===== src/rtl/riscv_pkg.sv =====
// Shared RISC-V definitions for the writeback stage: datapath width,
// load funct3 encodings and the writeback FSM state type.
package riscv_pkg;

  localparam int RV_XLEN = 32;

  localparam logic [2:0] F3_LB  = 3'b000;
  localparam logic [2:0] F3_LH  = 3'b001;
  localparam logic [2:0] F3_LW  = 3'b010;
  localparam logic [2:0] F3_LBU = 3'b100;
  localparam logic [2:0] F3_LHU = 3'b101;

  typedef enum logic {
    IDLE      = 1'b0,
    WAIT_LOAD = 1'b1
  } wb_state_t;

endpackage


===== src/rtl/wb_stage_load_align.sv =====
// Purely combinational load data extraction and sign/zero extension,
// plus misalignment and illegal-funct3 detection for the writeback stage.
module load_align
  import riscv_pkg::*;
(
  input  logic [RV_XLEN-1:0] word,
  input  logic [2:0]         funct3,
  input  logic [1:0]         addr_lo,
  output logic [RV_XLEN-1:0] data,
  output logic               misaligned,
  output logic               illegal
);

  logic [RV_XLEN-1:0] w_shift;

  // Move the addressed byte/halfword down to bit 0 before extending.
  assign w_shift = word >> {addr_lo, 3'b000};

  always_comb begin
    data       = '0;
    misaligned = 1'b0;
    illegal    = 1'b0;
    case (funct3)
      F3_LB:  data = {{24{w_shift[7]}}, w_shift[7:0]};
      F3_LBU: data = {24'd0, w_shift[7:0]};
      F3_LH: begin
        data       = {{16{w_shift[15]}}, w_shift[15:0]};
        misaligned = (addr_lo == 2'd3);
      end
      F3_LHU: begin
        data       = {16'd0, w_shift[15:0]};
        misaligned = (addr_lo == 2'd3);
      end
      F3_LW: begin
        data       = word;
        misaligned = (addr_lo != 2'd0);
      end
      default: illegal = 1'b1;
    endcase
  end

endmodule


===== src/rtl/wb_stage.sv =====
// Writeback stage: registers ALU results, waits for and aligns load data,
// flags dropped loads. Optional forwarding ports under WB_BYPASS_EN.
module wb_stage
  import riscv_pkg::*;
#(
  parameter int          XLEN         = 32,
  parameter int unsigned LOAD_TIMEOUT = 255
) (
  input  logic            clk,
  input  logic            rst,
  // ex_ready is high exactly in IDLE; ex_* is consumed on any edge where
  // ex_valid && ex_ready, and ignored otherwise.
  input  logic            ex_valid,
  output logic            ex_ready,
  input  logic [4:0]      ex_rd,
  input  logic [XLEN-1:0] ex_result,
  input  logic            ex_is_load,
  input  logic [2:0]      ex_funct3,
  input  logic [1:0]      ex_addr_lo,
  input  logic            mem_rvalid,
  input  logic [XLEN-1:0] mem_rdata,
  output logic            rf_we,
  output logic [4:0]      rf_rd,
  output logic [XLEN-1:0] rf_wdata,
  output logic            load_err,
`ifdef WB_BYPASS_EN
  input  logic [4:0]      rs1_addr,
  input  logic [4:0]      rs2_addr,
  output logic            fwd_rs1_hit,
  output logic            fwd_rs2_hit,
  output logic [XLEN-1:0] fwd_data,
`endif
  output wb_state_t       dbg_state
);

  wb_state_t       r_state;
  wb_state_t       w_state_nxt;
  logic [7:0]      r_cnt;
  logic [4:0]      r_ld_rd;
  logic [2:0]      r_ld_f3;
  logic [1:0]      r_ld_alo;
  logic            r_we;
  logic [4:0]      r_rd;
  logic [XLEN-1:0] r_wdata;
  logic            r_err;

  logic            w_capture;
  logic            w_we_nxt;
  logic [4:0]      w_rd_nxt;
  logic [XLEN-1:0] w_wdata_nxt;
  logic            w_err_set;
  logic            w_timeout;
  logic [XLEN-1:0] w_ld_data;
  logic            w_ld_mis;
  logic            w_ld_ill;

  load_align u_load_align (
    .word       (mem_rdata),
    .funct3     (r_ld_f3),
    .addr_lo    (r_ld_alo),
    .data       (w_ld_data),
    .misaligned (w_ld_mis),
    .illegal    (w_ld_ill)
  );

  // Last permitted WAIT_LOAD cycle; a response in this cycle still wins.
  assign w_timeout = (r_cnt == 8'(LOAD_TIMEOUT - 1));

  always_comb begin
    w_state_nxt = r_state;
    w_capture   = 1'b0;
    w_we_nxt    = 1'b0;
    w_rd_nxt    = r_rd;
    w_wdata_nxt = r_wdata;
    w_err_set   = 1'b0;
    case (r_state)
      IDLE: begin
        if (ex_valid) begin
          if (ex_is_load) begin
            w_capture   = 1'b1;
            w_state_nxt = WAIT_LOAD;
          end else if (ex_rd != 5'd0) begin
            w_we_nxt    = 1'b1;
            w_rd_nxt    = ex_rd;
            w_wdata_nxt = ex_result;
          end
        end
      end
      WAIT_LOAD: begin
        if (mem_rvalid) begin
          w_state_nxt = IDLE;
          if (w_ld_mis || w_ld_ill) begin
            w_err_set = 1'b1;
          end else if (r_ld_rd != 5'd0) begin
            w_we_nxt    = 1'b1;
            w_rd_nxt    = r_ld_rd;
            w_wdata_nxt = w_ld_data;
          end
        end else if (w_timeout) begin
          w_state_nxt = IDLE;
          w_err_set   = 1'b1;
        end
      end
      default: w_state_nxt = IDLE;
    endcase
  end

  always_ff @(posedge clk or posedge rst) begin
    if (rst) begin
      r_state  <= IDLE;
      r_cnt    <= 8'd0;
      r_ld_rd  <= 5'd0;
      r_ld_f3  <= 3'd0;
      r_ld_alo <= 2'd0;
      r_we     <= 1'b0;
      r_rd     <= 5'd0;
      r_wdata  <= '0;
      r_err    <= 1'b0;
    end else begin
      r_state <= w_state_nxt;
      r_we    <= w_we_nxt;
      r_rd    <= w_rd_nxt;
      r_wdata <= w_wdata_nxt;
      if (w_err_set) r_err <= 1'b1;
      if (w_capture) begin
        r_cnt    <= 8'd0;
        r_ld_rd  <= ex_rd;
        r_ld_f3  <= ex_funct3;
        r_ld_alo <= ex_addr_lo;
      end else if (r_state == WAIT_LOAD) begin
        r_cnt <= r_cnt + 8'd1;
      end
    end
  end

  assign ex_ready  = (r_state == IDLE);
  assign rf_we     = r_we;
  assign rf_rd     = r_rd;
  assign rf_wdata  = r_wdata;
  assign load_err  = r_err;
  assign dbg_state = r_state;

`ifdef WB_BYPASS_EN
  assign fwd_rs1_hit = r_we && (r_rd != 5'd0) && (r_rd == rs1_addr);
  assign fwd_rs2_hit = r_we && (r_rd != 5'd0) && (r_rd == rs2_addr);
  assign fwd_data    = r_wdata;
`endif

endmodule


===== config.mk =====
export PLATFORM = sky130hd
export DESIGN_NAME = wb_stage
export DESIGN_NICKNAME = d
export VERILOG_FILES = /design/src/rtl/riscv_pkg.sv /design/src/rtl/wb_stage_load_align.sv /design/src/rtl/wb_stage.sv
export SDC_FILE = /design/constraint.sdc
export NUM_CORES = 1
export LEC_CHECK = 0
export ABC_AREA = 1
export CAP_MARGIN = 10
export CORE_MARGIN = 2
export CORE_UTILIZATION = 45
export CTS_CLUSTER_DIAMETER = 30
export DETAILED_ROUTE_END_ITERATION = 10
export GPL_TIMING_DRIVEN = 0
export PLACE_DENSITY_LB_ADDON = 0.3
export SETUP_SLACK_MARGIN = 0.4
export SYNTH_ARGS = -nofsm -noshare
export SYNTH_HDL_FRONTEND = slang
export SYNTH_HIERARCHICAL = 1
export SYNTH_SLANG_ARGS = --single-unit

===== constraint.sdc =====
create_clock -name clk -period 4.3 [get_ports clk]
set_input_delay 0.86 -clock clk [delete_from_list [all_inputs] [get_ports clk]]
set_output_delay 0.86 -clock clk [all_outputs]
set_load 0.005 [all_outputs]

==> flow_summary.ini, run 1 <==
[routing]
detail_route.wl_per_cell_um = 14.32
viasPerCell = 5.078
first_iter_violations = 294
routed_wirelength_um = 11970
vias = 4245
dr.pass1.iters = 5
detail-route-antenna-nets = 0
drc = 0

[global_route]
grt_pass1_vias = 4089
grt_pass1_wl_um = 19520
grt_overflow = 0
antenna_found_initial = 0
grt_max_degree = 32
groute.usage.overall_pct = 27.33

[sta]
fmax_mhz = 366.9
relSlewSlack_pct = 60.07
min_period_ns = 2.725
worst_pin_slew_ns = 0.5981
slew_violations = 0
setup_viol = 0
rsz0062_at_grt = false
skew_ns = 0.008254
finalHoldViolCount = 0
fin_crit_sh_pct = 63.38
final.setup.tns_ns = 0

[critical_path]
r2r_cells = 12
worstReg2RegEnd = rf_wdata[3]
crit_arrival_ns = 1.87
crit_type = reg -> out
r2r-start = r_ld_alo[0]
crit_start = dbg_state
slowest_stage = clkdlybuf4s50_1
path_depth = 3
worstPathCellList = inv_1, clkbuf_1, clkdlybuf4s50_1
slowest_delay_ns = 0.59
critPathCaptureType = output port
cp_data_required_time_ns = 3.44
endpoint = ex_ready
start_kind = flop
crit_buf_inv = 3
critical-path-top-delay-family = buffers and inverters
crit_path_max_fanout = 10
regToRegSetupSlack_ns = 2.20

[floorplan]
core_um2 = 8258
pin_count = 120
floorplan.initialDensity_pct = 46.71
die_y_um = 96.59
row_count = 33
die_w_um = 96.59
dieArea_um2 = 9329

[finish]
fillers = 785
final_nets = 807
multi_input_area_um2 = 2049
fin_cells = 836
area_delta_synth_final_pct = 39.47
layout_common_cells = nand2_1, nand3_1, clkdlybuf4s50_1
final_area_um2 = 5380
regArea_um2 = 1451
drive_gt1_share_pct = 8.618
diodes = 0
final_common_cell = nand2_1

[cts]
cts_tree = built
cts_buffers = 9
cts_buffer_depth = 2
post-cts-setup-buffers = 0
clockRootBuffer = clkbuf_8
clk_latency_ns = 0.34
h-tree-depth = 3
cts_hold_buf = 0
post_cts_resized = 0
clk_pin_slew_ns = 0.07
cts_sinks = 58

[yosys]
synth_enable_flop_cells = 0
syn_area_per_cell_um2 = 6.483
yosysWarnings = 6
synth-main-ff-cell = dfrtp_1
yosys.cell_types.count = 29
syn_inst = 595
ys_ff_latch = 58
syn-cell-area_um2 = 3857
yosysSeqAreaShare_pct = 37.63
synth_fp_nets = 676
synthArstFlopShare_pct = 100.0

[outcome]
status = finished, final reports clean

[worst_hold_path]
hold_path.class = reg -> reg

[power_and_ir_drop]
pwr_density_cell_nw_per_um2 = 423.4
peakVddDrop_mv = 0.2096
power_mw = 2.278
leakage_nw = 2.804

[placement]
io_buffers = 119
gp_congestion = 0.9638
placed_cells = 820
placed_cell_area_um2 = 5200
dp_hpwl_um = 9473

[job]
drv_cap = 0
-- flip-flops by register name (all words and copies together) (netlist names) --
| register | flops |
|---|---|
| r_cnt | 8 |
| dbg_state | 1 |
| r_ld_alo | 2 |
| r_ld_f3 | 3 |
| load_err | 1 |
| rf_we | 1 |
| r_ld_rd | 5 |
| rf_wdata | 32 |
| rf_rd | 5 |
-- cell families after synthesis --
kind of cell / after synthesis / share of synthesized area [%]
and+or+nand+nor: 438 / 48.65
buffers and inverters: 72 / 9.244
DFF: 58 / 37.63
AOI/OAI and AO/OA: 24 / 3.600
adders and majority gates: 2 / 0.6486
xor gates and xnor gates: 1 / 0.2271
-- stage by stage --
stage          hold WS, ns  util [%]  setup slack (ns)
2_1_floorplan       0.4431         -             2.012
3_3_place_gp        0.4587     62.73             1.027
3_5_place_dp        0.4492     62.97             1.815
4_1_cts             0.4787     65.15             1.553
5_1_grt             0.5228     65.15             1.444
6_report            0.4830     65.15             1.575
-- worst min-delay path, cell delays in order, from the launching register on --
cell and delay (ns):
dfrtp_1 0.36, inv_1 0.04, nand2_1 0.05
-- how the worst min path moves through the flow --
stage	from	endpoint	slack, ns	depth (start not counted)
final	load_err	load_err	0.48	2
after global routing	rf_rd[4]	rf_rd[4]	0.52	2
after CTS	load_err	load_err	0.48	2
after detailed placement	load_err	load_err	0.45	2
after global placement	r_ld_alo[0]	r_ld_alo[0]	0.46	2
after floorplan	r_ld_alo[0]	r_ld_alo[0]	0.44	2
-- Yosys cell counts (all sizes together), types with 2 or more instances --
cell type,count,share of area [%]
nand3b,2,0.39
nor2,15,1.7
nand4,2,0.32
ha,2,0.65
inv,39,3.9
dfrtp,58,38
nand2,284,28
nand3,132,17
buf,27,4.8
clkbuf,6,0.58
nor3,3,0.81
o21ai,21,3.1
-- final cells by class --
type	count	area share [%]
tap	105	2.442
clock buffer	10	2.558
buffer	33	3.860
sequential	58	26.98
clock inverter	6	0.7907
timing repair buffer	120	22.51
multi-input combinational	465	38.09
inverter	39	2.767
-- report_power, final --
part | switching, mW | leakage [nW] | internal [mW] | total [mW]
Clock | 0.240 | 0.0882 | 0.224 | 0.464
Sequential | 0.110 | 0.718 | 0.703 | 0.813
Combinational | 0.495 | 2.00 | 0.505 | 1.00
Total | 0.846 | 2.80 | 1.43 | 2.28
-- layer usage --
| layer | GRT usage, % | vias to the layer above | part of all wire [%] |
|---|---|---|---|
| met5 | 0 | - | 0 |
| met3 | 4.344 | 11 | 7.0 |
| met2 | 44.91 | 166 | 48 |
| met4 | 7.277 | 0 | 1.1 |
| li1 | - | 2157 | - |
| met1 | 37.63 | 1911 | 44 |
Note: power is estimated with default switching activity, not from simulation.
==> inputs of run 2 (changes only) <==
==> constraint.sdc (replaced) <==
create_clock -name clk -period 2.8 [get_ports clk]
set_input_delay 0.56 -clock clk [delete_from_list [all_inputs] [get_ports clk]]
set_output_delay 0.56 -clock clk [all_outputs]
set_load 0.005 [all_outputs]
==> run 2 against run 1 <==
Die area unchanged. Clock power is 54% higher. Cell count unchanged. Utilization is essentially flat. Power increased by 54%. Flip-flop and latch count unchanged. Critical path depth unchanged. Sequential power is 54% higher. Routed wire length is 0.24% lower. Count of clock-buffer cells in the layout is the same. Clock skew is 0.00093 ns higher. Largest cell class unchanged. Highest routed layer unchanged.
==> flow_summary.ini, run 2 (synthesized netlist as in run 1, its figures left out) <==
[global_route]
grt_max_degree = 32
groute.usage.overall_pct = 27.33
grt_pass1_vias = 4089
grt_pass1_wl_um = 19520
grt_overflow = 0
antenna_found_initial = 0

[critical_path]
regToRegSetupSlack_ns = 0.70
crit_arrival_ns = 1.70
worstReg2RegEnd = rf_wdata[3]
crit_type = reg -> out
r2r-start = r_ld_alo[0]
cp_data_required_time_ns = 2.24
critPathCaptureType = output port
crit_buf_inv = 3
critical-path-top-delay-family = buffers and inverters
worstPathCellList = inv_1, clkbuf_2, clkdlybuf4s50_1
crit_path_max_fanout = 10
r2r_cells = 12
start_kind = flop
slowest_delay_ns = 0.54
crit_start = dbg_state
path_depth = 3
slowest_stage = clkdlybuf4s50_1
endpoint = ex_ready

[finish]
largest_reg_flops = 32
final_area_um2 = 5381
area_delta_synth_final_pct = 39.51
final_nets = 807
fillers = 784
regArea_um2 = 1451
multi_input_area_um2 = 2049
final_common_cell = nand2_1
drive_gt1_share_pct = 8.755
diodes = 0
layout_common_cells = nand2_1, nand3_1, clkdlybuf4s50_1

[power_and_ir_drop]
peakVddDrop_mv = 0.3211
pwr_density_cell_nw_per_um2 = 650.4
leakage_nw = 2.806

[worst_hold_path]
hp-start = load_err
hold_path.class = reg -> reg

[routing]
vias = 4231
detail-route-antenna-nets = 0
detail_route.wl_per_cell_um = 14.29
routed_wirelength_um = 11940
first_iter_violations = 317
drc = 0
viasPerCell = 5.061
dr.pass1.iters = 5

[cts]
cts_hold_buf = 0
clockRootBuffer = clkbuf_8
clk_pin_slew_ns = 0.07
cts_tree = built
clk_latency_ns = 0.34
cts_buffer_depth = 2
cts_sinks = 58
cts_buffers = 9
h-tree-depth = 3

[floorplan]
die_y_um = 96.59
row_count = 33
core_um2 = 8258
dieArea_um2 = 9329
floorplan.initialDensity_pct = 46.71
die_w_um = 96.59
pin_count = 120

[placement]
dp_hpwl_um = 9473
gp_congestion = 0.9638
pre_cts_ws_ns = 0.6145
io_buffers = 119
placed_cell_area_um2 = 5200

[sta]
fmax_mhz = 442.5
min_period_ns = 2.260
skew_ns = 0.009183
fin_ws_ns = 0.5401
finalHoldViolCount = 0
rsz0062_at_grt = false
relSlewSlack_pct = 60.12
setup_viol = 0
slew_violations = 0
worst_pin_slew_ns = 0.5973
fin_crit_sh_pct = 80.71
hold_slack_ns = 0.4830

[job]
drv_cap = 0

[outcome]
status = finished, final reports clean
run 2: cell types whose count changed in the layout (fill, tap and decap cells not counted):
cell / before / now
clkbuf_1: 6 / 5
clkbuf_2: 0 / 1
run 2: worst min path at each step:
stage	to	slack (ns)	cells past startpoint
after global placement	r_ld_alo[0]	0.46	2
after global routing	rf_rd[4]	0.52	2
final	load_err	0.48	2
after floorplan	r_ld_alo[0]	0.44	2
after detailed placement	load_err	0.45	2
after CTS	load_err	0.48	2
run 2: cell type report:
class | count | area share [%]
Sequential cell | 58 | 26.97
Buffer | 33 | 3.883
Inverter | 39 | 2.767
Multi-Input combinational cell | 465 | 38.08
Clock inverter | 6 | 0.7905
Timing Repair Buffer | 120 | 22.51
Clock buffer | 10 | 2.558
Tap cell | 105 | 2.441
run 2: worst register-to-register path, delay by kind of cell (launching register included):
kind | cells | cell delay [ns]
buffers and inverters | 3 | 0.55
DFF | 1 | 0.39
AOI/OAI and AO/OA | 1 | 0.11
and+or+nand+nor | 8 | 0.98
run 2: report_power, final:
part	leakage (nW)	switching, mW	internal, mW
Clock	0.0882	0.369	0.344
Sequential	0.718	0.170	1.08
Combinational	2.00	0.760	0.776
run 2: layer usage:
layer	track usage, %	share of wire (%)	vias up
met3	4.344	6.7	9
met5	0	0	-
met1	37.63	45	1894
met4	7.277	0.85	0
li1	-	-	2161
met2	44.91	48	167
run 2: metrics by stage:
| step | TNS (ns) | std cells | util (%) | power, mW |
|---|---|---|---|---|
| global placement | -9.817 | 819 | 62.73 | 2.754 |
| global route | 0 | 836 | 65.17 | 3.786 |
| CTS | 0 | 836 | 65.17 | 3.516 |
| detailed placement | 0 | 820 | 62.97 | 2.800 |
| floorplan | 0 | 595 | - | 2.031 |
| finish | 0 | 836 | 65.17 | 3.500 |
run 2: timing repair:
action | in CTS | in global routing
endpoints found under the setup margin | 1 | 0
setup buffers | 0 | 0
hold endpoints to repair | 0 | 0
gates resized for setup | 1 | 0
==> patch 1: new RTL, config.mk and constraints of run 2 <==
Build with the macro `WB_BYPASS_EN` defined.
--- a/src/rtl/wb_stage.sv
+++ b/src/rtl/wb_stage.sv
@@ -1,5 +1,7 @@
 // Writeback stage: registers ALU results, waits for and aligns load data,
 // flags dropped loads. Optional forwarding ports under WB_BYPASS_EN.
+`define WB_BYPASS_EN
+
 module wb_stage
   import riscv_pkg::*;
 #(
Ports: changed (5 added); port bits go from 120 to 164. No check against the original RTL was run, so the function may have changed too.
==> patch 1 against run 2 <==
Design area rose by 16%; count of clock-buffer cells in the layout down 1; first-iteration DRC count grew 11%; area after synthesis grew 10%; sequential cell count stayed put; total power grew 24%; clock power up 9.0%; combinational power up 46%; wire length rose by 16%; fmax fell by 2.3%; setup slack worse by 54 ps.
==> patch 1: results (changes against run 2) <==
| Metric | Value |
|---|---|
| Status | `complete, no violations (unchanged)` |
| Half-perimeter wire length after placement | `11.2 mm (was 9.47 mm)` |
| Vias in the first global route | `4,405 (was 4,089)` |
| Layout Cells excl Fill | `939 (was 836)` |
| Total power | `4.35 mW (was 3.50 mW)` |
| IO buf count | `163 (was 119)` |
| Clk tree area frac | `3.09% (was 3.35%)` |
| Buffer share of cell area | `34.1% (was 26.4%)` |
| Adder-Cell Fraction of Synth Area | `0.588% (was 0.649%)` |
| Area Overhead vs Synth | `46.6% (was 39.5%)` |
| Pin count of the biggest net entering global routing | `36 (was 32)` |
| Number of unique standard cell types used by synthesis | `30 (was 29)` |
| First-pass GRT wire length | `22.3 mm (was 19.5 mm)` |
| Final net count | `914 (was 807)` |
| Worst Skew | `7.56 ps (was 9.18 ps)` |
| Min Tclk post-route | `2310 ps (was 2260 ps)` |
| Vias per inst | `5.13 (was 5.06)` |
| Worst reg-to-reg setup slack | `800 ps (was 700 ps)` |
| LEAKAGE | `3.19 nW (was 2.81 nW)` |
| Maximum VDD drop | `0.398 mV (was 0.321 mV)` |
| Wire per inst | `14.8 um (was 14.3 um)` |
| Compound-cell area share of the yosys netlist | `3.47% (was 3.60%)` |
| 1st-iter DRT viols | `351 (was 317)` |
| Worst r2r dst | `fwd_data[28] (was rf_wdata[3])` |
| Multi-input gates | `487 (was 465)` |
| Share of layout cells above drive strength 1 | `12.1% (was 8.76%)` |
| GP Congestion | `0.916 (was 0.964)` |
| Syn Nets | `739 (was 676)` |
| Area of the multi-input gates | `0.00218 mm^2 (was 0.00205 mm^2)` |
| Register area share after synthesis | `34.1% (was 37.6%)` |
| FILL cells | `852 (was 784)` |
| Layout inverter count without the clock tree | `38 (was 39)` |
| Post-synth top cells | `nand2_1, nand3_1, dfrtp_1, buf_4, inv_1 (was nand2_1, nand3_1, dfrtp_1, inv_1)` |
| Placed insts | `923 (was 820)` |
| PostCTS Resize Cnt | `3 (was 1)` |
| Xor-xnor portion of the synthesized cell area | `2.26% (was 0.227%)` |
| Worst EP arrival | `1750 ps (was 1700 ps)` |
| Area after DPL | `0.00605 mm^2 (was 0.00520 mm^2)` |
| Reg2reg start | `r_ld_f3[2] (was r_ld_alo[0])` |
| Hold Crit Start | `r_ld_alo[0] (was load_err)` |
| Chip Width | `101 um (was 96.6 um)` |
## patch 1: cell count changes after synthesis, moves of 2 or more
cell | before | now
xnor2_1 | 0 | 10
inv_1 | 34 | 31
buf_4 | 3 | 38
o21ai_0 | 16 | 14
buf_6 | 7 | 10
nor2_2 | 0 | 2
nor3_1 | 1 | 3
nand2_1 | 279 | 286
o21ai_1 | 1 | 3
buf_2 | 16 | 10
nor2_1 | 14 | 17
## patch 1: power by group
group | total [mW] | leakage, nW | switching [mW] | internal, mW
sequential | 1.33 | 0.718 | 0.249 | 1.08
clock | 0.778 | 0.0954 | 0.369 | 0.409
combinational | 2.25 | 2.37 | 0.941 | 1.31
total | 4.35 | 3.19 | 1.56 | 2.80
## patch 1: metal layers
metal | vias to the layer above | global-route usage, % | part of all wire [%]
met1 | 2228 | 36.7 | 41
met2 | 184 | 47.7 | 51
met5 | - | 0 | 0
li1 | 2384 | - | -
met3 | 19 | 4.62 | 6.1
met4 | 0 | 7.59 | 1.7
==> patch 2: new RTL, flow settings as in run 2 <==
Without the edit above. Reset style: synchronous (`rst`), changed in one clocked block.
--- a/src/rtl/wb_stage.sv
+++ b/src/rtl/wb_stage.sv
@@ -105,7 +105,7 @@
     endcase
   end
 
-  always_ff @(posedge clk or posedge rst) begin
+  always_ff @(posedge clk) begin
     if (rst) begin
       r_state  <= IDLE;
       r_cnt    <= 8'd0;
Function: differs if rst is asserted again (counterexample within 4 cycles, from zero or initial values and one cycle with rst high); with rst held inactive, the same outputs for 4 cycles.
==> patch 2 against run 2 <==
Count of clock-buffer cells in the layout rose by 1; area after synthesis fell by 5.6%; setup slack improved by 180 ps; design area fell by 4.3%; sequential cell count did not move; wire length fell by 0.49%; critical endpoint is now rf_wdata[14].
Power is not compared: it rests on default switching activity, and its combinational part moved more than twofold at a synthesized area within 25%.
==> patch 2: results (changes against run 2) <==
| Metric | Value |
|---|---|
| Share of layout cells above drive strength 1 | `8.36% (was 8.76%)` |
| Synth Flop Type | `dfxtp_1 (was dfrtp_1)` |
| Area contributors post-synth | `dfxtp_1, nand2_1, nand3_1 (was dfrtp_1, nand2_1, nand3_1)` |
| WL final | `11.9 mm (about the same)` |
| Status | `complete, no violations (unchanged)` |
| Vias per inst | `5.19 (was 5.06)` |
| PostCTS Resize Cnt | `0 (was 1)` |
| GP Congestion | `0.886 (was 0.964)` |
| Worst EP arrival | `2310 ps (was 1700 ps)` |
| Post-synth top cells | `nand2_1, nor2_1, nand3_1, dfxtp_1, mux2i_1 (was nand2_1, nand3_1, dfrtp_1, inv_1)` |
| Ys async rst share | `0% (was 100%)` |
| Total track usage | `27.5% (was 27.3%)` |
| Crit path max-delay family | `simple AND/OR/NAND/NOR gates (was buffers and inverters)` |
| Register area share after synthesis | `31.9% (was 37.6%)` |
| Half-perimeter wire length after placement | `9.11 mm (was 9.47 mm)` |
| Number of unique standard cell types used by synthesis | `30 (was 29)` |
| 1st-iter DRT viols | `188 (was 317)` |
| Pin count of the biggest net entering global routing | `11 (was 32)` |
| CP Max Fanout | `10 (unchanged)` |
| Wire per inst | `14.9 um (was 14.3 um)` |
| Placed insts | `782 (was 820)` |
| First-pass GRT wire length | `18.8 mm (was 19.5 mm)` |
| Final net count | `772 (was 807)` |
| Post-CTS setup buffers | `0 (unchanged)` |
| Root buffer cell | `clkbuf_8 (unchanged)` |
| Max incr delay on CP | `340 ps (was 540 ps)` |
| Syn Nets | `642 (was 676)` |
| Router iterations before antenna repair | `7 (was 5)` |
| Slowest stage cell, crit path | `dfxtp_1 (was clkdlybuf4s50_1)` |
| Worst Skew | `4.97 ps (was 9.18 ps)` |
| Rel. slew slack | `64.1% (was 60.1%)` |
| Vias in the first global route | `3,836 (was 4,089)` |
| FILL cells | `699 (was 784)` |
| Syn_area_per_cell | `6.49 um^2 (was 6.48 um^2)` |
patch 2: changes by cell type in the layout (fill, tap and decap cells not counted), sizes merged, moves of 11 or more:
| cell | delta |
|---|---|
| nand2 | -112 |
| nor2 | +91 |
| dfrtp | -58 |
| dfxtp | +58 |
| nand3 | -39 |
| mux2i | +36 |
| o21ai | -11 |
patch 2: worst reg2reg max path: stages, from the launching register on:
cell and delay [ps]:
dfxtp_1 340, nor2_1 110, nand2_1 120, nand2_1 290, inv_1 70, nor2_1 170
nand2_1 80, nor2_1 120, nand2_2 110, nand2_4 170, buf_4 200, nand3_1 90
nand2_1 70, nor2_1 40
patch 2: per-layer routing:
metal	up-vias	track usage (%)	part of all wire, %
li1	2060	-	-
met1	1889	35.2	43
met2	162	46.0	48
met3	21	3.93	6.8
met4	0	12.1	2.4
met5	-	0	0
patch 2: cells by family after synthesis:
kind of cell | after synthesis | synth area share (%)
compound gates | 23 | 3.33
xor+xnor | 2 | 0.481
fa+ha+maj | 2 | 0.687
buf+inv | 61 | 9.00
flops | 58 | 31.9
mux | 36 | 9.90
simple gates | 379 | 44.7
patch 2: per-stage QoR:
stage               utilization [%]  setup slack (ps)  cell area, um^2  power (mW)
global placement               63.9               628             4960        1.67
floorplan                         -              1130             3640        1.34
detailed placement             63.9               573             4960        1.68
global route                   66.3               556             5150        2.59
CTS                            66.3               729             5150        2.46
finish                         66.3               720             5150        2.46
patch 2: final timing paths:
kind,slack [ps],depth (start not counted),endpoint,from
setup / recovery,720,13,rf_wdata[14],r_ld_f3[2]
hold / removal,480,2,r_ld_rd[1],r_ld_rd[1]
setup reg to reg,720,13,rf_wdata[14],r_ld_f3[2]
hold reg to reg,480,2,r_ld_rd[1],r_ld_rd[1]
patch 2: power by group through the flow:
stage | registers [mW] | clock network (mW) | logic, mW
final | 0.922 | 0.782 | 0.755
after global routing | 0.929 | 0.836 | 0.824
after floorplan | 0.941 | 0 | 0.404
after global placement | 0.937 | 0 | 0.730
after detailed placement | 0.941 | 0 | 0.743
after CTS | 0.922 | 0.794 | 0.746
patch 2: area by class of cell:
type	count	share of cell area [%]
buffer	30	4.10
timing repair buffer	119	23.1
tap	102	2.48
clock buffer	11	2.94
sequential	58	22.5
clock inverter	3	0.777
multi-input combinational	442	41.8
inverter	31	2.26
